File: src/rtl/vga_sync_to_stream.sv
// Converts VGA-timed pixels (active-low vs/hs/blank) into a valid-qualified
// stream with row/col coordinates, frame markers and sticky geometry error flags.
module vga_sync_to_stream #(
    parameter int unsigned WIDTH        = 640,
    parameter int unsigned HEIGHT       = 480,
    parameter int unsigned PIXEL_DEPTH  = 8,
    parameter int unsigned COORD_WIDTH  = 13,
    parameter int unsigned FCOUNT_WIDTH = 16
) (
    input  logic                    clk,
    input  logic                    reset_n,
    input  logic                    vs_ni,
    input  logic                    hs_ni,
    input  logic                    blank_ni,
    input  logic [PIXEL_DEPTH-1:0]  input_R,
    input  logic [PIXEL_DEPTH-1:0]  input_G,
    input  logic [PIXEL_DEPTH-1:0]  input_B,
    input  logic                    err_clr,
    output logic [PIXEL_DEPTH-1:0]  output_R,
    output logic [PIXEL_DEPTH-1:0]  output_G,
    output logic [PIXEL_DEPTH-1:0]  output_B,
    output logic                    valid,
    output logic [COORD_WIDTH-1:0]  row,
    output logic [COORD_WIDTH-1:0]  col,
    output logic                    sof,
    output logic                    eol,
    output logic                    eof,
    output logic                    line_err,
    output logic                    frame_err,
    output logic [FCOUNT_WIDTH-1:0] frame_count
);

    localparam logic [COORD_WIDTH-1:0] W_C    = COORD_WIDTH'(WIDTH);
    localparam logic [COORD_WIDTH-1:0] H_C    = COORD_WIDTH'(HEIGHT);
    localparam logic [COORD_WIDTH-1:0] W_LAST = COORD_WIDTH'(WIDTH - 1);
    localparam logic [COORD_WIDTH-1:0] H_LAST = COORD_WIDTH'(HEIGHT - 1);

    typedef enum logic {
        SYNC_WAIT,
        FRAME
    } state_t;

    state_t state, state_next;

    logic                    vs_prev, blank_prev;
    logic [COORD_WIDTH-1:0]  row_cnt, col_cnt;
    logic [COORD_WIDTH-1:0]  row_cnt_next, col_cnt_next, row_after_eol;

    logic [PIXEL_DEPTH-1:0]  r_next, g_next, b_next;
    logic                    valid_next, sof_next, eol_next, eof_next;
    logic [COORD_WIDTH-1:0]  row_next, col_next;
    logic                    line_set, frame_set;
    logic                    line_err_next, frame_err_next;
    logic [FCOUNT_WIDTH-1:0] fcount_next;

    logic vs_edge, blank_fall, accept;

    assign vs_edge    = vs_prev & ~vs_ni;
    assign blank_fall = blank_prev & ~blank_ni;
    assign accept     = blank_ni & vs_ni;

    always_ff @(posedge clk or negedge reset_n) begin
        if (!reset_n) begin
            state <= SYNC_WAIT;
        end else begin
            state <= state_next;
        end
    end

    always_comb begin
        state_next = state;
        if (state == SYNC_WAIT && vs_edge) begin
            state_next = FRAME;
        end
    end

    always_comb begin
        r_next         = output_R;
        g_next         = output_G;
        b_next         = output_B;
        valid_next     = 1'b0;
        row_next       = row;
        col_next       = col;
        sof_next       = 1'b0;
        eol_next       = 1'b0;
        eof_next       = 1'b0;
        row_cnt_next   = row_cnt;
        col_cnt_next   = col_cnt;
        row_after_eol  = row_cnt;
        fcount_next    = frame_count;
        line_set       = 1'b0;
        frame_set      = 1'b0;

        case (state)
            SYNC_WAIT: begin
                if (vs_edge) begin
                    row_cnt_next = '0;
                    col_cnt_next = '0;
                end
            end
            FRAME: begin
                if (accept) begin
                    if (!hs_ni) begin
                        frame_set = 1'b1;
                    end
                    if (col_cnt < W_C && row_cnt < H_C) begin
                        valid_next   = 1'b1;
                        r_next       = input_R;
                        g_next       = input_G;
                        b_next       = input_B;
                        row_next     = row_cnt;
                        col_next     = col_cnt;
                        sof_next     = (row_cnt == '0) && (col_cnt == '0);
                        eol_next     = (col_cnt == W_LAST);
                        eof_next     = (row_cnt == H_LAST) && (col_cnt == W_LAST);
                        col_cnt_next = col_cnt + 1'b1;
                    end else begin
                        col_cnt_next = (col_cnt < W_C) ? col_cnt + 1'b1 : W_C;
                        if (col_cnt >= W_C) begin
                            line_set = 1'b1;
                        end
                        if (row_cnt >= H_C) begin
                            frame_set = 1'b1;
                        end
                    end
                end

                // Line end is evaluated before the vs check so that a short
                // final line still counts toward the row total it reports.
                if (blank_fall) begin
                    if (col_cnt != W_C) begin
                        line_set = 1'b1;
                    end
                    row_after_eol = (row_cnt < H_C) ? row_cnt + 1'b1 : H_C;
                    row_cnt_next  = row_after_eol;
                    col_cnt_next  = '0;
                end

                if (vs_edge) begin
                    if (row_after_eol != H_C) begin
                        frame_set = 1'b1;
                    end else begin
                        fcount_next = frame_count + 1'b1;
                    end
                    row_cnt_next = '0;
                    col_cnt_next = '0;
                end
            end
            default: begin
            end
        endcase

        line_err_next  = line_set  | (line_err  & ~err_clr);
        frame_err_next = frame_set | (frame_err & ~err_clr);
    end

    always_ff @(posedge clk or negedge reset_n) begin
        if (!reset_n) begin
            vs_prev     <= 1'b1;
            blank_prev  <= 1'b1;
            row_cnt     <= '0;
            col_cnt     <= '0;
            output_R    <= '0;
            output_G    <= '0;
            output_B    <= '0;
            valid       <= 1'b0;
            row         <= '0;
            col         <= '0;
            sof         <= 1'b0;
            eol         <= 1'b0;
            eof         <= 1'b0;
            line_err    <= 1'b0;
            frame_err   <= 1'b0;
            frame_count <= '0;
        end else begin
            vs_prev     <= vs_ni;
            blank_prev  <= blank_ni;
            row_cnt     <= row_cnt_next;
            col_cnt     <= col_cnt_next;
            output_R    <= r_next;
            output_G    <= g_next;
            output_B    <= b_next;
            valid       <= valid_next;
            row         <= row_next;
            col         <= col_next;
            sof         <= sof_next;
            eol         <= eol_next;
            eof         <= eof_next;
            line_err    <= line_err_next;
            frame_err   <= frame_err_next;
            frame_count <= fcount_next;
        end
    end

endmodule

File: config.mk
export PLATFORM = sky130hd
export DESIGN_NAME = vga_sync_to_stream
export DESIGN_NICKNAME = d
export VERILOG_FILES = /design/src/rtl/vga_sync_to_stream.sv
export SDC_FILE = /design/constraint.sdc
export NUM_CORES = 1
export LEC_CHECK = 0
export ABC_AREA = 1
export CORE_MARGIN = 10
export CORE_UTILIZATION = 55
export DETAILED_ROUTE_END_ITERATION = 7
export GPL_TIMING_DRIVEN = 0
export PLACE_DENSITY_LB_ADDON = 0.25
export SLEW_MARGIN = 5
export SYNTH_ARGS = -nofsm -noshare
export SYNTH_HDL_FRONTEND = slang
export SYNTH_SLANG_ARGS = --single-unit
export TNS_END_PERCENT = 20
File: constraint.sdc
create_clock -name clk -period 4.7 [get_ports clk]
set_clock_uncertainty 0.2 [all_clocks]
set_input_delay 0.94 -clock clk [delete_from_list [all_inputs] [get_ports clk]]
set_output_delay 0.94 -clock clk [all_outputs]
set_load 0.05 [all_outputs]
==> reports/results.ini <==
[finish]
drive_above_1_share = 0.105
nNetsFinal = 713
areaGrowthSynthToFinish_pct = 28.2
antenna_cells = 0
post-route-util = 0.737

[outcome]
status = finished clean

[global_route]
track_usage = 0.195
grt_pass1_vias = 4208
grt_pass1_wl_mm = 20.8
grt_max_degree = 57
grt-ovfl-total = 0
antenna_found_initial = 0

[setup_path]
cpPeakStageDelay_ns = 0.51
path_cells = clkdlybuf4s50_1, nand2_1, nor2_2, inv_2, nor3_4, inv_2, clkbuf_1, nand2_1, o21ai_1
startpoint = blank_ni
cp_slowest_cell = clkdlybuf4s50_1
end_kind = flop
crit_fanout = 10
cp-endpoint = row[4]$_DFFE_PN0P_
cp-start-kind = primary input
rr_worst_depth = 9
required_ns = 4.75
reg2reg_from = col_cnt[7]$_DFFE_PN0P_
timing_worst_setup_path_type = in2reg
cp.arrival_ns = 3.05
r2r_slack_ns = 2.13
r2r_end = row[4]$_DFFE_PN0P_

[sta]
hold_violations = 0
min_period_ns = 3.00
tightest_slew_ns = 0.734
holdWs_ns = 0.273
fin_crit_sh = 0.639
finalSetupViolCount = 0
max_slew_margin = 0.511
rsz0062_at_grt = false
fmax_mhz = 333
maxSlewViolCount = 0

[clock_tree]
ctsRootBufferMaster = clkbuf_8
cts_max_level = 3
ctsHoldBuffers = 0
clock_path_buffers = 2
clock-sinks = 101
post_cts_buffers = 0
clkTransAtPathRegs_ns = 0.10
cts_tree = built
cts_buffers = 9
clk_latency_ns = 0.37
cts_resized = 0

[floorplanning]
core.rowCount = 33
start_util = 0.575
core_area_um2 = 8340
die_y_um = 113
pin_count = 102
die_area_um2 = 12800
die_x_um = 113

[logic_synthesis]
avgSynthCellArea_um2 = 8.48
async_flop_share = 1.00
ys_ff_latch = 101
syn_nets = 600
synth_area_leaders = dfrtp_1 52%, nand2_1 15%, nand3_1 4.4%
synth-edff-count = 0
syn_area_um2 = 4790
netlist.top_cell.by_area = dfrtp_1
synth_top_area_frac = 0.517
synth_cells = 565
synth_flop_cell = dfrtp_1
synth.distinct_cells = 35
ys_warn_count = 0
seq_area_frac_synth = 0.528

[routing]
drt-pass1-iter-count = 5
wl_met2_mm = 5.90
wl_met3_um = 783
wirelength_mm = 12.3
highest_layer = met4
vias = 4227
avgViaCountPerCell = 5.36
postRouteAntennaNets = 0
drc = 0
wl_per_cell_um = 15.6
drt-initial-drc-count = 315
wl_met1_mm = 5.34

[job]
maxCapViolCount = 0

[power_and_ir_drop]
p_per_area_nw_per_um2 = 300
ir_worst_vdd_v = 0.000139
p_total_uw = 1840
p_leak_uw = 0.00299

[worst_hold_path]
hold_class = reg2reg

[place]
io_buffers = 101
gp_congestion = 0.921
dp_hpwl_mm = 9.36

worst max-delay path: cells and delay by family:
family	cells	cell delay (ns)
AO/OA/AOI/OAI	1	0.10
buffers and inverters	4	1.04
AND/OR/NAND/NOR	4	0.98
metrics by stage:
stage | cells | setup slack [ns] | area [um^2] | TNS (ns)
2_1_floorplan | 565 | 2.18 | 4790 | 0
3_3_place_gp | 771 | -1.17 | 5930 | -114.89
3_5_place_dp | 772 | 1.34 | 5960 | 0
4_1_cts | 788 | 1.70 | 6140 | 0
5_1_grt | 788 | 1.53 | 6140 | 0
6_report | 788 | 1.70 | 6140 | 0
flip-flops by register name, summed over array words and instances, names as in the netlist, 8 cells and up:
name / flops
col: 13
col_cnt: 13
frame_count: 16
output_B: 8
output_G: 8
output_R: 8
row: 13
row_cnt: 13
cells in the mapped netlist (all sizes together), types with 3 or more instances:
cell / instances
xor2: 8
inv: 63
o21ai: 42
nand4: 9
a21oi: 3
nor3: 11
nand3: 50
xnor2: 7
ha: 5
nor4: 3
buf: 9
nor2: 37
nand2: 197
dfrtp: 99
clkbuf: 7
o22ai: 8
worst min path at each step:
stage	endpoint	from	slack [ns]	cells past startpoint
floorplan	col_cnt[12]$_DFFE_PN0P_	col_cnt[12]$_DFFE_PN0P_	0.26	2
global placement	col[10]$_DFFE_PN0P_	col[10]$_DFFE_PN0P_	0.25	2
detailed placement	row[12]$_DFFE_PN0P_	row[12]$_DFFE_PN0P_	0.25	2
CTS	row[12]$_DFFE_PN0P_	row[12]$_DFFE_PN0P_	0.28	2
global route	col[12]$_DFFE_PN0P_	col[12]$_DFFE_PN0P_	0.30	2
finish	row[12]$_DFFE_PN0P_	row[12]$_DFFE_PN0P_	0.27	2
layer usage:
metal,vias to the layer above,GRT usage
li1,2033,-
met1,2022,0.253
met2,147,0.314
met3,25,0.0391
met4,0,0.0770
met5,-,0
layout by cell type (no fill, tap or decap), types with 3 or more instances in the layout:
master,count
ha_1,5
clkbuf_8,9
xor2_1,8
dfrtp_1,99
nand3_1,42
nand4_1,7
nand3_2,8
nor2_2,5
clkdlybuf4s50_1,100
nor2_4,3
nor2_1,28
o21ai_0,14
inv_1,48
nor3_1,10
nand2_2,4
nor4_1,3
buf_2,7
nand2_1,189
inv_2,15
a21oi_1,3
clkbuf_1,7
o21ai_1,28
xnor2_1,7
o22ai_1,8
area by class of cell:
class	instances	area, um^2
Sequential cell	101	2530
Fill cell	605	2200
Multi-Input combinational cell	384	1940
Timing Repair Buffer	102	1040
Inverter	64	240
Tap cell	105	131
Clock buffer	9	124
Buffer	16	83.8
Clock inverter	7	60.1
logic make-up after synthesis:
kind of cell    after synthesis  share of synthesized area
compound gates               57                     0.0634
xor+xnor                     15                     0.0274
simple gates                307                      0.301
buf+inv                      80                     0.0676
flops                       101                      0.528
fa+ha+maj                     5                     0.0131
report_power, final:
group	switching (uW)	total [uW]	internal (uW)
combinational	260	383	123
sequential	25.7	938	913
clock	323	523	201
No activity file was read; power rests on OpenSTA's default activity.
